--- src/rtl/mips_multicycle_ctrl.sv ---
// Multicycle MIPS control FSM (lw/sw/R-type ALU ops) with registered Moore outputs.
// Optional: define MIPS_CTRL_ADDI_EN to accept opcode 8 (addi).
module mips_multicycle_ctrl (
    input  logic        clock,
    input  logic        reset,
    input  logic        newinstr,
    input  logic [31:0] instrword,
    output logic        busy,
    output logic        done,
    output logic        illegal,
    output logic        dropped,
    output logic [31:0] instr_q,
    output logic [2:0]  state,
    output logic        regwrite,
    output logic        regdst,
    output logic        alusrc,
    output logic        memread,
    output logic        memwrite,
    output logic        memtoreg,
    output logic [2:0]  aluop
);
    typedef enum logic [2:0] {
        IDLE   = 3'd0,
        DECODE = 3'd1,
        EXEC   = 3'd2,
        MEM    = 3'd3,
        WB     = 3'd4
    } state_t;

    typedef enum logic [2:0] {K_LW, K_SW, K_RTYPE, K_ADDI, K_BAD} kind_t;

    state_t      cur, nxt;
    logic [31:0] nxt_instr;
    logic        prev_strobe;
    logic        strobe_edge;
    kind_t       kind, nkind;

    function automatic kind_t classify(input logic [5:0] op, input logic [5:0] fn);
        kind_t k;
        case (op)
            6'd35: k = K_LW;
            6'd43: k = K_SW;
            6'd0: begin
                case (fn)
                    6'd32, 6'd34, 6'd36, 6'd37, 6'd42: k = K_RTYPE;
                    default:                           k = K_BAD;
                endcase
            end
`ifdef MIPS_CTRL_ADDI_EN
            6'd8:  k = K_ADDI;
`endif
            default: k = K_BAD;
        endcase
        return k;
    endfunction

    function automatic logic [2:0] alu_of(input logic [5:0] op, input logic [5:0] fn);
        logic [2:0] a;
        a = 3'b000;
        if (op == 6'd0) begin
            case (fn)
                6'd34:   a = 3'b001;
                6'd36:   a = 3'b010;
                6'd37:   a = 3'b011;
                6'd42:   a = 3'b100;
                default: a = 3'b000;
            endcase
        end
        return a;
    endfunction

    always_comb begin
        strobe_edge = newinstr & ~prev_strobe;
        nxt_instr   = instr_q;
        nxt         = cur;
        kind        = classify(instr_q[31:26], instr_q[5:0]);
        case (cur)
            IDLE: begin
                if (strobe_edge) begin
                    nxt_instr = instrword;
                    nxt       = DECODE;
                end
            end
            DECODE:  nxt = (kind == K_BAD) ? IDLE : EXEC;
            EXEC:    nxt = (kind == K_LW || kind == K_SW) ? MEM : WB;
            MEM:     nxt = (kind == K_LW) ? WB : IDLE;
            WB:      nxt = IDLE;
            default: nxt = IDLE;
        endcase
        nkind = classify(nxt_instr[31:26], nxt_instr[5:0]);
    end

    // Outputs are registered from the next state so they stay pure functions of state and instr_q.
    always_ff @(posedge clock or negedge reset) begin
        if (!reset) begin
            cur         <= IDLE;
            prev_strobe <= 1'b1;
            instr_q     <= '0;
            busy        <= 1'b0;
            done        <= 1'b0;
            illegal     <= 1'b0;
            dropped     <= 1'b0;
            regwrite    <= 1'b0;
            regdst      <= 1'b0;
            alusrc      <= 1'b0;
            memread     <= 1'b0;
            memwrite    <= 1'b0;
            memtoreg    <= 1'b0;
            aluop       <= '0;
        end else begin
            cur         <= nxt;
            prev_strobe <= newinstr;
            instr_q     <= nxt_instr;
            if (strobe_edge && cur != IDLE)
                dropped <= 1'b1;
            busy     <= (nxt != IDLE);
            done     <= (nxt == WB) || (nxt == MEM && nkind == K_SW);
            illegal  <= (nxt == DECODE) && (nkind == K_BAD);
            alusrc   <= (nxt == EXEC) && (nkind == K_LW || nkind == K_SW || nkind == K_ADDI);
            memread  <= (nxt == MEM) && (nkind == K_LW);
            memwrite <= (nxt == MEM) && (nkind == K_SW);
            regwrite <= (nxt == WB);
            memtoreg <= (nxt == WB) && (nkind == K_LW);
            regdst   <= (nxt == WB) && (nkind == K_RTYPE);
            aluop    <= (nxt != IDLE && nkind != K_BAD) ? alu_of(nxt_instr[31:26], nxt_instr[5:0]) : '0;
        end
    end

    assign state = cur;

endmodule

--- config.mk ---
export PLATFORM = sky130hd
export DESIGN_NAME = mips_multicycle_ctrl
export DESIGN_NICKNAME = d
export VERILOG_FILES = /design/src/rtl/mips_multicycle_ctrl.sv
export SDC_FILE = /design/constraint.sdc
export NUM_CORES = 1
export LEC_CHECK = 0
export ABC_AREA = 1
export CORE_MARGIN = 3
export CORE_UTILIZATION = 35
export CTS_CLUSTER_SIZE = 25
export DETAILED_ROUTE_END_ITERATION = 12
export PLACE_DENSITY = 0.66
export SLEW_MARGIN = 40
export SYNTH_ARGS = -nofsm -noshare
export SYNTH_HDL_FRONTEND = slang
export SYNTH_SLANG_ARGS = --single-unit
--- constraint.sdc ---
create_clock -name clock -period 2 [get_ports clock]
set_input_delay 0.2 -clock clock [delete_from_list [all_inputs] [get_ports clock]]
set_output_delay 0.2 -clock clock [all_outputs]
set_load 0.03 [all_outputs]
==> results of run 1 <==
[power groups by stage]
stage | combinational, µW | sequential (µW) | clock [µW]
6_report | 1040 | 1230 | 583
5_1_grt | 1120 | 1260 | 639
4_1_cts | 1050 | 1230 | 598
3_5_place_dp | 1050 | 1250 | 0
3_3_place_gp | 1030 | 1250 | 0
2_1_floorplan | 331 | 1500 | 0
[logic make-up after synthesis]
kind of cell | Yosys count | share of synthesized area [%]
compound gates | 10 | 3.10
buf+inv | 33 | 6.42
flops | 49 | 55.2
simple gates | 157 | 35.2
[cell usage after synthesis, drive strengths merged]
| cell type | count | share of area (%) |
|---|---|---|
| a21o | 1 | 0.34 |
| buf | 2 | 1.2 |
| clkbuf | 4 | 0.68 |
| dfrtp | 48 | 54 |
| dfstp | 1 | 1.2 |
| inv | 27 | 4.6 |
| nand2 | 105 | 21 |
| nand3 | 12 | 3.9 |
| nand3b | 1 | 0.51 |
| nand4 | 8 | 2.3 |
| nor2 | 27 | 6.9 |
| nor3 | 2 | 0.45 |
| o211ai | 1 | 0.34 |
| o21ai | 7 | 2.1 |
| o31ai | 1 | 0.34 |
| or2 | 2 | 0.56 |
[timing repair]
action | CTS | global route
hold buffers | 0 | 1
resized for setup | 0 | 0
endpoints found under the hold margin | 0 | 32
[final cells by class]
cell class | count | area (µm²) | share of cell area (%)
sequential | 49 | 1230 | 37.4
clock buffer | 6 | 72.6 | 2.21
multi-input combinational | 167 | 852 | 26.0
clock inverter | 2 | 15.0 | 0.458
inverter | 27 | 101 | 3.09
tap | 75 | 93.8 | 2.86
timing repair buffer | 95 | 918 | 28.0
[worst min path at each step]
stage / cells after the start / slack, ns / endpoint / startpoint
2_1_floorplan: 0 / -0.1 / aluop[0] / reset
3_3_place_gp: 1 / 0.33 / dropped / reset
3_5_place_dp: 1 / 0.34 / dropped / reset
4_1_cts: 1 / 0.004 / instr_q[0] / reset
5_1_grt: 3 / 0.43 / instr_q[12] / instrword[12]
6_report: 2 / 0.39 / instr_q[0] / reset
[stage by stage]
stage	hold WS (ns)	setup slack, ns	total power, µW	setup TNS, ns
2_1_floorplan	-0.0956	0.257	1830	0
3_3_place_gp	0.327	0.0294	2280	0
3_5_place_dp	0.336	-0.0184	2290	-0.0184
4_1_cts	0.00444	0.162	2880	0
5_1_grt	0.426	0.0329	3020	0
6_report	0.388	0.187	2850	0
[flip-flops by register name, summed over array words and instances (netlist names)]
signal       count
busy             1
dropped          1
alusrc           1
prev_strobe      1
regwrite         1
memwrite         1
aluop            3
memtoreg         1
done             1
state            3
instr_q         32
memread          1
regdst           1
illegal          1
[critical path: stages (launching register included)]
cell and delay [ns]:
dfrtp_1 0.41, nor2_4 0.25, nand2_4 0.11, nor2_8 0.19
nand2_1 0.10, nand2_1 0.11, inv_2 0.05, nor2_1 0.15
nand2_2 0.08, nand3_2 0.09, nand2_1 0.07, nand2_1 0.06
nor2_1 0.03
[per-layer routing]
metal  vias up  GRT usage [%]
met1       865           20.0
met3         4           6.05
met2        77           28.1
li1        954              -
met5         -              0
met4         0           3.45
==> metrics list, run 1 <==
- Across every metal layer, demand over resource in global routing totals 16.5%.
* CTS tree: done
- Syn avg cell area: 8.92 µm²
- Max-cap violations in this run came to 0.
- In this run the tightest slew margin relative to its limit is 69.8%.
- Commonest non-fill, non-tap cells in the layout: 91 x nand2_1, 81 x clkdlybuf4s50_1, 48 x dfrtp_1
- Post-CTS timing repair inserted 0 buffers for setup.
- The worst setup path is of the register to register kind.
- Setup violations remaining at the end of the flow were counted as 0.
- When the netlist entered floorplanning its net count stood at 284.
* TritonCTS Sinks: 49
- CP Max Fanout: 9
- Kind of capture point of the worst setup path: register
* Total I/O pin count: 83
- Wire segments on met2 add up to 2620 µm in the final route.
* Highest Clock Rate: 0.552 GHz
* Netlist area before placement: 0.00222 mm²
* RR Startpoint: state[2]
- Worst r2r path cells: 12
- Origin of the worst setup path: state[2]
- Part of the power in the clock network: 20.4%
* Last element of the critical path: illegal
* Setup repair after global routing missed its margin: no
* Core area: 0.00603 mm²
- In this run the remaining antenna-violating nets after routing total 0.
- Per-cell via count in the routed design: 4.51
- Mapped Cells: 249
* Final max-slew violation count: 0
* Final clock period utilization by the worst path: 90.7%
* Total number of yosys warnings: 0
* Average wire length per cell after detail routing: 13.4 µm
- For this design the static power due to leakage is 0.00161 µW.
- Between clock sinks in the finished design, the worst skew comes to 0.00703 ns.
- # fillers: 549
* Yosys reg bits: 49
- Share of the core filled with cells in the final layout: 54.4%
- Detailed routing inserted a total of 1,900 vias.
- Iter 0 DRT Violations: 78
* Outcome: finished clean
- DRC violations left: 0
* Detail Route met3 WL: 537 µm
- The min-delay analysis places its worst path in the category input pin to asynchronous set/reset pin.
- Met1 Wirelength: 2440 µm
* Area growth from synthesis to layout: 47.6%
- Cells with a size suffix above 1 make up 15.9% of the layout.
- Estimated wirelength of the detail-placed design: 4340 µm
- Pin count of the biggest net entering global routing: 36
- Required time reported for the critical path endpoint: 2.19 ns
- IR analysis of the VDD net gives a maximum drop of 0.000486 V.
- The floorplan step defined a die boundary enclosing 0.00734 mm².
- Buffer cell driving the clock tree root: clkbuf_8
* Count of standard-cell rows: 28
* Data arrival at the endpoint of the critical path: 2.01 ns
- Buffer depth of the longest clock path: 2
- STA classifies the critical path startpoint as a register.
* Die outline width: 85.7 µm
- Int Pwr: 1800 µW
- After clock tree synthesis, the clock-pin slew on the worst setup and hold paths is 0.09 ns.
- In the final design database the tool counted 380 nets.
* Placer's final routability congestion estimate: 0.812
- Net switching power of the design: 1060 µW
- IO Port Bufs: 82
* Source-to-sink clock delay at the later pin of the worst-skew pair: 0.30 ns
- The detailed router used layers up to and including met4.
- The number of global-route vias before repair was 2,012.
- The initial antenna violation count was 0.
- For this run, the register share of the synthesized area comes to 55.2%.
- Placed Instance Area: 0.00318 mm²
- After routing the design area is 0.00328 mm².
- The number of failing hold endpoints at the final stage came to 0.
- In this run, CTS created clock tree buffers numbering 5.
- Measured slew at the worst slew-check pin: 0.453 ns
* Fraction of power spent switching nets: 37.1%
* Die Ht: 85.7 µm
- Number of standard cells in the final layout excluding fillers: 421
* Routed WL: 5650 µm
* Detailed-router iteration count before antenna repair: 4
* Sequential share of power: 43.2%
* P per Cell Area: 870 mW/mm²
- Subtracting the final worst setup slack from the clock period gives 1.81 ns.
- H-Tree Depth: 2
- Worst r2r dst: illegal
- Of the total power, combinational logic draws 36.3%.
- The initial utilization of the core area, before any placement, comes to 36.9%.
- Wire length of the first global-routing pass: 9530 µm
- Leaving out fill and tap cells, the most frequent cell in the layout is nand2_1.
* Placed Instances: 412
* Worst reg-to-reg setup slack: 0.19 ns
* Ant. Diodes: 0
* Post-synthesis cell type count: 27
- Sum of overflow across all layers after global routing: 0
Power figures use the tool's default switching activity.
==> inputs of run 2 (changes only) <==
--- a/config.mk
+++ b/config.mk
@@ -6,9 +6,10 @@
 export NUM_CORES = 1
 export LEC_CHECK = 0
 export ABC_AREA = 1
+export CORE_ASPECT_RATIO = 0.8
 export CORE_MARGIN = 3
 export CORE_UTILIZATION = 35
-export CTS_CLUSTER_SIZE = 25
+export CTS_CLUSTER_SIZE = 24
 export DETAILED_ROUTE_END_ITERATION = 12
 export PLACE_DENSITY = 0.66
 export SLEW_MARGIN = 40
==> run 2 against run 1 <==
Against the previous run:
- core utilization fell by 0.43 points
- sequential share of layout area rose by 0.23 points
- non-clock buffer count fell by 3
- final area fell by 0.61%
- maximum frequency fell by 0.96%
- the flow now finishes with violations (hold timing)
- critical path type unchanged
- combinational power barely moved
- count of clock-buffer cells in the layout did not move
- wire length fell by 5.1%
- clock power barely moved
- worst setup slack got worse by 0.018 ns
- cell count rose by 0.71%
- sequential power barely moved
==> metrics list, run 2 (same netlist as run 1, synthesis figures left out) <==
- The final antenna-violating net count was 0 (unchanged).
* Count of vias placed by the detailed router: 1,842 (-3.1%)
* LEAKAGE: 0.00159 µW (-0.99%)
- Origin of the worst setup path: state[0]
- Area growth from synthesis to layout: 46.7%
- The worst setup path is launched from a register.
* Die outline width: 95.1 µm (+11%)
* Average wire length per cell after detail routing: 12.6 µm (-5.8%)
* Wire length of the first global-routing pass: 8870 µm (-6.9%)
* Outcome: finished with violations
* Skew final: 0.00476 ns (-0.00228 ns)
- The overall global routing resource usage is 15.3% (-1.2 points).
- Core area: 0.00604 mm² (+0.19%)
- The top cell types in the final layout, fill and taps aside, are 91 x nand2_1, 81 x clkdlybuf4s50_1, 48 x dfrtp_1.
* Pin count of the biggest net entering global routing: 50 (+39%)
- Final clock period utilization by the worst path: 91.5% (+0.88 points)
- CTS placed an instance of clkbuf_8 at the clock tree root.
- Layout cell share with drive strength beyond 1: 15.5% (-0.44 points)
- The required time of the critical path came to 2.18 ns (about the same).
- Part of the total power dissipated in combinational logic: 36.3% (about the same)
- The cell area after placement was 0.00317 mm² (-0.47%).
- Buffer depth of the longest clock path: 2 (unchanged)
* Max reg flops: 32 (unchanged)
- Measured slew at the worst slew-check pin: 0.627 ns (+0.173 ns)
- The number of failing setup endpoints in the final timing report came to 0 (unchanged).
- Number of maximum-capacitance violations: 0 (unchanged)
- The final weighted congestion of routability-driven global placement came to 0.810 (-0.31%).
* Resized cells post-CTS: 0 (unchanged)
- The number of global-route vias before repair is 1,760 (-13%).
- Kind of capture point of the worst setup path: register
- The clock power share came to 20.5% (about the same).
- Max VDD drop: 0.000440 V (-9.5%)
- Number of antenna violations at the first check in global routing: 0 (unchanged)
- The number of buffers inserted by port buffering was 82 (unchanged).
- The count of filler cells inserted in the layout is 573 (+4.4%).
* Net switching power of the design: 1050 µW (-0.81%)
* CTS tree: done
- instr_q holds more flip-flops than any other register.
- The maximum level of the CTS H-tree came to 2 (unchanged).
- Highest Clock Rate: 0.546 GHz (-0.96%)
- The path class of the tightest hold or removal check is input pin to asynchronous set/reset pin.
* Int Pwr: 1790 µW (-0.12%)
- Count of endpoints failing hold in the final timing report: 5 (+5)
- DRC violations left: 0 (unchanged)
* Post-layout net count: 377 (-0.79%)
* Violated checks: hold timing
- The minimum clock period is 1.83 ns (+0.0175 ns).
* Iter 0 DRT Violations: 96 (+23%)
- The final count of pins violating max slew was 0 (unchanged).
- TNS Setup: 0 ns (unchanged)
* Worst slack on hold paths: -0.00279 ns (-0.391 ns)
* CP Max Fanout: 12 (+3)
- Data arrival at the endpoint of the critical path: 2.01 ns (about the same)
- The cell area power density came to 872 mW/mm² (+0.24%).
* Final Instance Area: 0.00326 mm² (-0.61%)
- Sum of overflow across all layers after global routing: 0 (unchanged)
- Setup repair after global routing missed its margin: no
* Estimated wirelength of the detail-placed design: 4040 µm (-6.8%)
- By startpoint and endpoint, the worst setup path is classified as register to register.
* Number of buffers created by CTS: 5 (unchanged)
- The clock insertion delay at the later pin of the skew report came to 0.29 ns (about the same).
* Per-cell via count in the routed design: 4.34 (-3.7%)
- Clk pin slew, worst setup/hold paths: 0.09 ns (about the same)
- Detailed-router iteration count before antenna repair: 5 (+1)
- RR Startpoint: state[0]
* Max_slew headroom: 58.2% (-12 points)
- Fraction of power spent switching nets: 36.9% (-0.16 points)
- The non-filler instance count after layout is 424 (+0.71%).
* Die area: 0.00735 mm² (about the same)
- Die Ht: 77.3 µm (-9.8%)
- Routed WL: 5360 µm (-5.1%)
* TritonCTS Sinks: 49 (unchanged)
- The starting utilization of the core area came to 36.8% (-0.069 points).
- Placed Instances: 415 (+0.73%)
- Ant. Diodes: 0 (unchanged)
- The number of rows created at floorplan is 25 (-11%).
- Most common cell after layout, fill and taps aside: nand2_1
- The I/O pin total came to 83 (unchanged).
- The sequential power share was 43.3% (about the same).
==> run 2: changes by cell type in the layout (fill, tap and decap cells not counted) <==
cell / delta
buf_2: +1
buf_4: -3
dlygate4sd3_1: -1
==> run 2: power by group through the flow <==
stage / clock network, µW / logic [µW] / registers, µW
3_5_place_dp: 0 / 1030 / 1250
4_1_cts: 599 / 1040 / 1230
2_1_floorplan: 0 / 331 / 1500
6_report: 582 / 1030 / 1230
5_1_grt: 642 / 1120 / 1250
3_3_place_gp: 0 / 1030 / 1250
==> run 2: worst paths after layout <==
check                              end  slack [ns]  cells past startpoint
max                            memread        0.17                      9
min                            dropped      -0.003                      2
max reg2reg                    memread        0.17                      9
min reg2reg                    dropped        0.49                      1
max in group asynchronous     memtoreg        1.57                      2
min in group clock         prev_strobe        0.36                      1
==> run 2: final cells by class <==
class | count | area [µm²] | share of cell area (%)
sequential | 49 | 1230 | 37.6
clock inverter | 2 | 15.0 | 0.460
timing repair buffer | 92 | 891 | 27.3
multi-input combinational | 167 | 852 | 26.1
clock buffer | 6 | 72.6 | 2.23
inverter | 27 | 101 | 3.11
tap | 81 | 101 | 3.11
==> run 2: what timing repair did <==
| action | in CTS | in global routing |
|---|---|---|
| endpoints found under the setup margin | 0 | 3 |
| buffers inserted | 0 | 1 |
| hold buffers | 0 | 0 |
==> run 2: critical path: stages, from the launching register on <==
cell      delay [ns]
dfrtp_1         0.45
nor2_4          0.21
nand2_4         0.09
nor2_8          0.23
o21ai_1         0.18
nand3b_2        0.27
nor2_4          0.12
nand2_2         0.07
nand2_1         0.06
nor2_1          0.04
==> run 2: metrics by stage <==
| step | worst slack (ns) | total power [µW] | util (%) |
|---|---|---|---|
| floorplan | 0.257 | 1830 | - |
| global placement | 0.0270 | 2270 | 52.4 |
| detailed placement | 0.00623 | 2280 | 52.4 |
| CTS | 0.109 | 2870 | 53.9 |
| global route | 0.00554 | 3010 | 54.0 |
| finish | 0.169 | 2840 | 54.0 |
==> run 2: layer usage <==
| layer | vias up | GRT usage (%) | share of wire, % |
|---|---|---|---|
| met5 | - | 0 | 0 |
| met2 | 52 | 22.6 | 44 |
| met3 | 2 | 3.73 | 5.6 |
| li1 | 951 | - | - |
| met4 | 0 | 2.16 | 0.34 |
| met1 | 837 | 23.0 | 50 |
==> inputs of run 3 (changes only) <==
--- a/config.mk
+++ b/config.mk
@@ -8,10 +8,11 @@
 export ABC_AREA = 1
 export CORE_ASPECT_RATIO = 0.8
 export CORE_MARGIN = 3
-export CORE_UTILIZATION = 35
+export CORE_UTILIZATION = 44
 export CTS_CLUSTER_SIZE = 24
 export DETAILED_ROUTE_END_ITERATION = 12
-export PLACE_DENSITY = 0.66
+export PLACE_DENSITY = 0.8
+export REMOVE_ABC_BUFFERS = 1
 export SLEW_MARGIN = 40
 export SYNTH_ARGS = -nofsm -noshare
 export SYNTH_HDL_FRONTEND = slang
==> run 3 against run 2 <==
Against the previous run:
- the flow now finishes without violations
- maximum frequency down 0.90%
- power up 5.6%
- clock skew down 0.00080 ns
- hold slack better by 0.35 ns
- critical path depth up 1
- register-to-register slack worse by 0.02 ns
- global-route usage up 5.1 points
- cell count down 4.5%
- non-clock buffer count up 2
- combinational power about the same
- wire length up 5.2%
- critical path type unchanged
- largest cell class unchanged
==> metrics list, run 3 (same netlist as run 1, synthesis figures left out) <==
- The run finished with clean final reports.
- The peak clock frequency supported by timing was 0.541 GHz (-0.90%).
- Final max-slew violation count: 0 (unchanged)
- Fraction of power spent switching nets: 34.7% (-2.2 points)
- Core area: 0.00473 mm² (-22%)
- The share of power burned in combinational logic is 34.7% (-1.6 points).
- The clock-pin slew on the worst setup and hold paths is 0.09 ns (about the same).
- P per Cell Area: 911 mW/mm² (+4.4%)
- Number of buffers created by CTS: 5 (unchanged)
* Wire length of the first global-routing pass: 9520 µm (+7.3%)
- CTS tree: done
- The static power due to leakage was 0.00163 µW (+2.4%).
* Via count of the first global-routing pass: 1,972 (+12%)
* Sequential share of power: 41.2% (-2.1 points)
- The total iterations of the first detailed-routing run came to 4 (-1).
- The total power came to 3000 µW (+5.6%).
- The final antenna-violating net count came to 0 (unchanged).
* Worst r2r dst: aluop[0]
- The area of the die was 0.00594 mm² (-19%).
- Pin count of the biggest net entering global routing: 28 (-44%)
- Kind of capture point of the worst setup path: register
* DRC violations left: 0 (unchanged)
* Path category of the worst min-delay check: input pin to register
* Per-cell via count in the routed design: 4.81 (+11%)
- The sum of routed wire length over all layers is 5630 µm (+5.2%).
- Commonest non-fill, non-tap cells in the layout: 91 x nand2_1, 81 x clkdlybuf4s50_1, 48 x dfrtp_1
- The slew at the pin closest to its max-slew limit was 0.534 ns (-0.0931 ns).
- Required time reported for the critical path endpoint: 2.23 ns (+0.05 ns)
* Number of maximum-capacitance violations: 0 (unchanged)
* TNS Setup: 0 ns (unchanged)
- The critical path is of the register to register type.
* Data arrival at the endpoint of the critical path: 2.08 ns (+0.07 ns)
* Net switching power of the design: 1040 µW (-0.61%)
- Worst path depth: 10 (+1)
* Worst r2r path cells: 10 (+1)
* IO Port Bufs: 82 (unchanged)
* Max VDD drop: 0.000516 V (+17%)
* Number of antenna violations at the first check in global routing: 0 (unchanged)
- The count of buffering cells on the critical path with inverters included is 1 (+1).
- Estimated wirelength of the detail-placed design: 4230 µm (+4.6%)
- The flip-flop count of the largest register after layout was 32 (unchanged).
* Crit path max-delay family: simple AND/OR/NAND/NOR gates
- Layout cell share with drive strength beyond 1: 15.9% (+0.49 points)
- The post-placement worst setup slack is -0.0865 ns (-0.0927 ns).
* Ordered cell list for the critical path: nor2_4 -> nand2_4 -> nor2_8 -> buf_4 -> nand2_2 -> o21ai_2 -> nand2_1 -> nor2_2 -> nand3_2 -> nor2_1
- Final setup violation count: 0 (unchanged)
- Buffer depth of the longest clock path: 2 (unchanged)
* Ant. Diodes: 0 (unchanged)
- The count of nets after finishing came to 379 (+0.53%).
- Source-to-sink clock delay at the later pin of the worst-skew pair: 0.30 ns (about the same)
- The minimum hold slack came to 0.352 ns (+0.355 ns).
- The clock power share came to 24.1% (+3.6 points).
* Placer's final routability congestion estimate: 0.835 (+3.1%)
* Tot GR Track Use: 20.3% (+5.1 points)
* Most flops, register: instr_q
* Post-route setup slack: 0.153 ns (-0.0166 ns)
* Count of vias placed by the detailed router: 1,948 (+5.8%)
- The number of rows created at floorplan came to 22 (-12%).
- The maximum level of the CTS H-tree was 2 (unchanged).
- Total I/O pin count: 83 (unchanged)
* # fillers: 375 (-35%)
* Time the worst path needs with I/O delays and setup: 1.85 ns (+0.0166 ns)
* Origin of the worst setup path: state[2]
- Die Ht: 69.6 µm (-10%)
- The critical path ends at aluop[0].
- Worst reg-to-reg setup slack: 0.15 ns (-0.02 ns)
* CP Max Fanout: 13 (+1)
- Among all stages on the critical path, the largest delay is contributed by dfrtp_1.
- Stage delay of the slowest cell on the critical path: 0.45 ns (about the same)
- The area growth from synthesis to layout is 48.4%.
* CP startpoint kind: register
- Most common cell after layout, fill and taps aside: nand2_1
- Die outline width: 85.5 µm (-10%)
- The number of clock sinks was 49 (unchanged).
* Max_slew headroom: 64.4% (+6.2 points)
- Starting density of the core: 46.9% (+10 points)
- The post-route clock skew came to 0.00395 ns (-0.000800 ns).
* Sum of overflow across all layers after global routing: 0 (unchanged)
* Final clock period utilization by the worst path: 92.4% (+0.83 points)
* Int Pwr: 1960 µW (+9.2%)
- The tree is rooted in a clkbuf_8.
* Count of endpoints failing hold in the final timing report: 0 (-5)
* RR Startpoint: state[2]
- Average wire length per cell after detail routing: 13.9 µm (+10%)
* Iter 0 DRT Violations: 80 (-17%)
- Setup repair after global routing missed its margin: no
## run 3: cell count changes in the layout (fill, tap and decap cells not counted), sizes merged
cell         delta
dlygate4sd3     +1
buf             +1
bufinv          +1
clkinvlp        -2
clkbuf          +1
## run 3: final cells by class
class | instances | area [µm²] | area share [%]
repair buffers | 94 | 921 | 27.9
clock inverters | 1 | 30.0 | 0.911
clock buffers | 7 | 86.3 | 2.62
inverters | 27 | 101 | 3.07
well taps | 60 | 75.1 | 2.28
multi-input cells | 167 | 856 | 26.0
flip-flops and latches | 49 | 1230 | 37.2
## run 3: metrics by stage
step	std cells	util (%)	cell area (µm²)
floorplan	243	-	2180
finish	405	69.6	3300
global placement	394	66.6	3150
detailed placement	394	66.6	3150
CTS	403	69.2	3280
global route	405	69.6	3300
## run 3: worst min path at each step
stage,start,end,slack [ns],cells after the start
floorplan,reset,aluop[0],-0.1,0
global placement,reset,instr_q[26],0.20,1
detailed placement,reset,instr_q[26],0.21,1
CTS,newinstr,prev_strobe,0.35,1
global route,newinstr,prev_strobe,0.36,1
finish,newinstr,prev_strobe,0.35,1
## run 3: repair_timing
action | 4_1_cts | 5_1_grt
hold buffers | 1 | 0
setup endpoints to repair | 0 | 4
setup buffers | 0 | 2
gates resized for setup | 0 | 1
endpoints found under the hold margin | 21 | 0
## run 3: power by group through the flow
| stage | Combinational (µW) | Sequential (µW) | Clock [µW] |
|---|---|---|---|
| finish | 1040 | 1240 | 724 |
| global route | 1120 | 1250 | 774 |
| CTS | 1050 | 1240 | 732 |
| detailed placement | 1040 | 1250 | 0 |
| global placement | 1020 | 1250 | 0 |
| floorplan | 321 | 1500 | 0 |
## run 3: layer usage
metal	part of all wire, %	routed length (µm)	GRT usage, %	vias up
li1	-	-	-	957
met1	43	2410	26.2	916
met2	48	2720	33.4	66
met3	7.3	413	6.65	9
met4	1.6	91	4.57	0
met5	0	0	0	-
